[src/rtl/crc_pkg.sv]
`default_nettype none
// +--------------------------------------------------------------------+
// | crc_pkg : shared FSM state encoding and default CRC-8 constants     |
// | Rev 1.0                                                             |
// +--------------------------------------------------------------------+
package crc_pkg;

   typedef enum logic [1:0] {
      ST_IDLE   = 2'd0,
      ST_ACCEPT = 2'd1,
      ST_SHIFT  = 2'd2,
      ST_DONE   = 2'd3
   } state_e;

   localparam logic [7:0] C_CRC8_POLY   = 8'h07;
   localparam logic [7:0] C_CRC8_INIT   = 8'h00;
   localparam logic [7:0] C_CRC8_XOROUT = 8'h00;

endpackage
`default_nettype wire

[src/rtl/crc8_bit_step.sv]
`default_nettype none
// +--------------------------------------------------------------------+
// | crc8_bit_step : one-bit combinational CRC-8 update, MSB first       |
// | Rev 1.0                                                             |
// +--------------------------------------------------------------------+
module crc8_bit_step #(
   parameter logic [7:0] POLY = 8'h07
) (
   input  logic [7:0] crc_i,
   input  logic       bit_i,
   output logic [7:0] crc_o
);

   logic w_fb;

   assign w_fb  = crc_i[7] ^ bit_i;
   assign crc_o = {crc_i[6:0], 1'b0} ^ (w_fb ? POLY : 8'h00);

endmodule
`default_nettype wire

[src/rtl/crc_frame_ctrl.sv]
`default_nettype none
// +--------------------------------------------------------------------+
// | crc_frame_ctrl : byte-serial frame sequencer for a bit-serial CRC-8 |
// | Rev 1.0                                                             |
// +--------------------------------------------------------------------+
module crc_frame_ctrl
   import crc_pkg::*;
#(
   parameter logic [7:0] POLY   = C_CRC8_POLY,
   parameter logic [7:0] INIT   = C_CRC8_INIT,
   parameter logic [7:0] XOROUT = C_CRC8_XOROUT
) (
   input  logic       clk,
   input  logic       rst_n,
   input  logic       ena,
   input  logic       in_valid,
   input  logic [7:0] in_data,
   input  logic       in_last,
   output logic       in_ready,
   output logic       out_valid,
   output logic [7:0] out_crc,
   input  logic       out_ready,
   output logic       busy
);

   state_e     state_q;
   logic [7:0] crc_q;
   logic [7:0] crc_d;
   logic [7:0] sh_q;
   logic [2:0] cnt_q;
   logic       last_q;
   logic [7:0] out_crc_q;

   crc8_bit_step #(
      .POLY (POLY)
   ) u_step (
      .crc_i (crc_q),
      .bit_i (sh_q[7]),
      .crc_o (crc_d)
   );

   // Handshakes are gated by ena so a frozen controller can never complete one.
   assign in_ready  = ena & ((state_q == ST_IDLE) | (state_q == ST_ACCEPT));
   assign out_valid = ena & (state_q == ST_DONE);
   assign out_crc   = out_crc_q;
   assign busy      = (state_q != ST_IDLE);

   always_ff @(posedge clk or negedge rst_n) begin
      if (!rst_n) begin
         state_q   <= ST_IDLE;
         crc_q     <= INIT;
         sh_q      <= 8'h00;
         cnt_q     <= 3'd0;
         last_q    <= 1'b0;
         out_crc_q <= 8'h00;
      end else if (ena) begin
         case (state_q)
            ST_IDLE: begin
               crc_q <= INIT;
               if (in_valid) begin
                  sh_q    <= in_data;
                  last_q  <= in_last;
                  cnt_q   <= 3'd7;
                  state_q <= ST_SHIFT;
               end
            end
            ST_ACCEPT: begin
               if (in_valid) begin
                  sh_q    <= in_data;
                  last_q  <= in_last;
                  cnt_q   <= 3'd7;
                  state_q <= ST_SHIFT;
               end
            end
            ST_SHIFT: begin
               crc_q <= crc_d;
               sh_q  <= {sh_q[6:0], 1'b0};
               if (cnt_q == 3'd0) begin
                  if (last_q) begin
                     out_crc_q <= crc_d ^ XOROUT;
                     state_q   <= ST_DONE;
                  end else begin
                     state_q   <= ST_ACCEPT;
                  end
               end else begin
                  cnt_q <= cnt_q - 3'd1;
               end
            end
            ST_DONE: begin
               if (out_ready) begin
                  crc_q   <= INIT;
                  state_q <= ST_IDLE;
               end
            end
            default: state_q <= ST_IDLE;
         endcase
      end
   end

endmodule
`default_nettype wire
[config.mk]
export PLATFORM = sky130hd
export DESIGN_NAME = crc_frame_ctrl
export DESIGN_NICKNAME = d
export VERILOG_FILES = /design/src/rtl/crc_pkg.sv /design/src/rtl/crc8_bit_step.sv /design/src/rtl/crc_frame_ctrl.sv
export SDC_FILE = /design/constraint.sdc
export NUM_CORES = 1
export LEC_CHECK = 0
export CORE_ASPECT_RATIO = 1.75
export CORE_MARGIN = 4
export CORE_UTILIZATION = 40
export CTS_BUF_LIST = sky130_fd_sc_hd__clkbuf_4 sky130_fd_sc_hd__clkbuf_8 sky130_fd_sc_hd__clkbuf_16
export CTS_CLUSTER_SIZE = 10
export DETAILED_ROUTE_END_ITERATION = 8
export PLACE_DENSITY_LB_ADDON = 0.2
export SYNTH_ARGS = -nofsm -noshare
export SYNTH_HDL_FRONTEND = slang
export SYNTH_SLANG_ARGS = --single-unit
export TNS_END_PERCENT = 10
[constraint.sdc]
create_clock -name clk -period 1.28 [get_ports clk]
set_input_delay 0.128 -clock clk [delete_from_list [all_inputs] [get_ports clk]]
set_output_delay 0.128 -clock clk [all_outputs]
set_load 0.01 [all_outputs]
==> metrics.md <==
| Metric | Value |
|---|---|
| Yosys reg bits | 30 |
| Hold Crit Class | in2async |
| Layout area overhead | 45.7% |
| Layout cell share with drive strength beyond 1 | 0.382 |
| Arrival @ worst endpoint | 1.68 ns |
| Antenna viol nets, final | 0 |
| Most frequent cells in the layout | dfrtp_1 (29), buf_4 (15), clkdlybuf4s50_1 (13) |
| DP HPWL | 2150 um |
| Worst setup EP type | flip-flop |
| Antenna cells | 0 |
| Total Routed Length | 3160 um |
| Vias post-DR | 1067 |
| Crit share post-route | 1.18 |
| Comb power frac | 0.490 |
| Gr ovfl total | 0 |
| Fin nets | 180 |
| Via/cell ratio | 5.08 |
| First-pass GRT wire length | 5350 um |
| Top area cells in the synthesized netlist | dfrtp_1 (53%), mux2_1 (12%), mux2_2 (6.3%) |
| Worst setup path startpoint | state_q[0] |
| Area share of the largest cell type after synthesis | 0.525 |
| CTS Buffer Depth | 2 |
| 1st-pass router iterations | 4 |
| Pins over their slew limit | 0 |
| Initial antenna violation count | 0 |
| Cell taking the most area after synthesis | dfrtp_1 |
| Mean Syn Cell Area | 12.2 sq um |
| Seq pwr share | 0.341 |
| Minimum clock period | 1.51 ns |
| Leakage | 0.000985 uW |
| Worst path max stage delay | 0.40 ns |
| Syn nets | 133 |
| Reg2Reg Setup Slack | -0.23 ns |
| Worst Path Buf+Inv | 1 |
| Synthesis Warnings | 0 |
| Largest net degree at the start of global routing | 31 |
| Peak supply drop | 1.63 mV |
| Final Core Density | 0.613 |
| Clock Tree Root | clkbuf_8 |
| Die Y | 87.1 um |
| Crit Path Class | reg2reg |
| Cell-internal power | 3170 uW |
| Worst R2R Start | state_q[0] |
| All-Layer GR Usage | 0.159 |
| GP Congestion | 0.759 |
| Delay-heaviest family, CP | simple AND/OR/NAND/NOR gates |
| Clock buffer count from CTS | 5 |
| Clock power share | 0.169 |
| Net Sw Frac | 0.330 |
| Num rows | 28 |
| Synthesized area | 1430 sq um |
| Worst Max-Slew Pin Slew | 0.260 ns |
| Req. time, crit path | 1.45 ns |
| Number of global-route vias before repair | 1197 |
| Die width | 53.2 um |
| Iteration-0 DRC Markers | 6 |
| Worst slew margin | 0.825 |
| Final-layout fill cell count | 311 |
| Clock Latency Late Sink | 0.28 ns |
| Violated checks | negative setup slack |
| Hold Slack | 0.206 ns |
| IO buf count | 24 |
| CP Launch Type | flip-flop |
| Fmax | 662 MHz |
| CTS tree | yes |
| Status | finished with violations |
| Part of the Yosys area used for sequential elements | 0.525 |
| Crit-path cells | buf_6, and3b_1, and4_4, mux2_4 |
| Switching power total | 1560 uW |
| WL/cell | 15.0 um |
| Final-report setup violation count | 22 |
| Core ar. | 3400 sq um |
| Max-cap violation count | 0 |
| P per Cell Area | 2270 nW/um^2 |
| Crit path max fanout | 8 |
| Post-Syn Instances | 117 |
| Slowest CP cell | dfrtp_1 |
| Hold_buf cts | 0 |
| Post-route setup slack | -0.231 ns |
| Die area | 4630 sq um |
| Commonest non-fill, non-tap cell in the layout | dfrtp_1 |
| Sink Count | 30 |
| DRC Markers | 0 |
| RSZ-0062 raised after global routing | true |
| Worst-path clk slew | 0.07 ns |
| Yosys cell types | 32 |
| H-tree depth | 2 |
| Final hold viol count | 0 |
| IO Count | 25 |
| Initial Util | 0.420 |
| Final Skew | 0.00390 ns |
worst register-to-register path, cell delays in order (launching register included):
cell and delay [ns]:
dfrtp_1 0.40, buf_6 0.13, and3b_1 0.22, and4_4 0.33, mux2_4 0.32
power groups by stage:
stage | combinational, uW | clock [uW] | sequential (uW)
2_1_floorplan | 1180 | 0 | 1610
3_3_place_gp | 1950 | 0 | 1620
3_5_place_dp | 2000 | 0 | 1630
4_1_cts | 2200 | 831 | 1620
5_1_grt | 2530 | 872 | 1660
6_report | 2320 | 797 | 1610
per-layer routing:
metal	global-route usage	part of all wire
met1	0.160	0.38
met2	0.288	0.55
met3	0.0497	0.041
met4	0.0674	0.022
met5	0	0
Yosys cell counts:
| library cell | n |
|---|---|
| dfrtp_1 | 30 |
| mux2_1 | 15 |
| a22o_1 | 9 |
| mux2_2 | 8 |
| nand2_1 | 6 |
| inv_1 | 4 |
| nor2b_1 | 4 |
| a21oi_1 | 3 |
| buf_2 | 3 |
| nand2b_1 | 3 |
| nor2_1 | 3 |
| xnor2_1 | 3 |
| a31oi_1 | 2 |
| and3_1 | 2 |
| buf_4 | 2 |
| clkbuf_1 | 2 |
| ha_1 | 2 |
| o2bb2ai_1 | 2 |
| a211oi_1 | 1 |
| a311o_1 | 1 |
| and2_1 | 1 |
| and3b_1 | 1 |
| and4_1 | 1 |
| nor3_1 | 1 |
| nor4b_1 | 1 |
| o21a_1 | 1 |
| o21ai_0 | 1 |
| o21ai_1 | 1 |
| o22ai_1 | 1 |
| o31ai_1 | 1 |
| or2_2 | 1 |
| xor2_1 | 1 |
metrics by stage:
stage          instance area, sq um  total power, uW  TNS (ns)  setup slack [ns]  std cells
2_1_floorplan                  1450             2790    -0.614           -0.0469        117
3_3_place_gp                   1890             3570     -6.83            -0.303        200
3_5_place_dp                   1890             3630     -7.30            -0.324        200
4_1_cts                        2040             4650     -3.55            -0.228        209
5_1_grt                        2080             5070     -4.70            -0.266        210
6_report                       2080             4730     -3.70            -0.231        210
final timing paths:
path                       cells past startpoint         end
max in group asynchronous                      2  state_q[1]
hold / removal                                 2     sh_q[0]
min in group clk                               2      last_q
setup reg to reg                               4  out_crc[1]
setup / recovery                               4  out_crc[1]
hold reg to reg                                1  out_crc[6]
logic make-up after synthesis:
logic type,count (synthesis),share of synthesized area
AO/OA/AOI/OAI,23,0.121
XOR/XNOR,4,0.0245
adder cells (fa/ha/maj),2,0.0175
buffers and inverters,11,0.0368
flip-flops,30,0.525
multiplexers,23,0.181
AND/OR/NAND/NOR,24,0.0937
layout make-up:
class / instances / area, sq um / share of cell area
tap: 45 / 56.3 / 0.0270
clock inverter: 2 / 12.5 / 0.00601
timing repair buffer: 47 / 448 / 0.215
sequential: 30 / 752 / 0.361
inverter: 4 / 15.0 / 0.00721
clock buffer: 6 / 82.6 / 0.0397
multi-input combinational: 76 / 716 / 0.344
registers in the layout, indices dropped and copies added (netlist names):
| name | cells |
|---|---|
| last_q | 1 |
| out_crc | 8 |
| cnt_q | 3 |
| sh_q | 8 |
| crc_q | 8 |
| state_q | 2 |
repair_timing:
action,4_1_cts,5_1_grt
pin swaps,1,0
buffers inserted,2,1
resized for setup,42,7
endpoints found under the setup margin,37,31
Power figures use the tool's default switching activity.
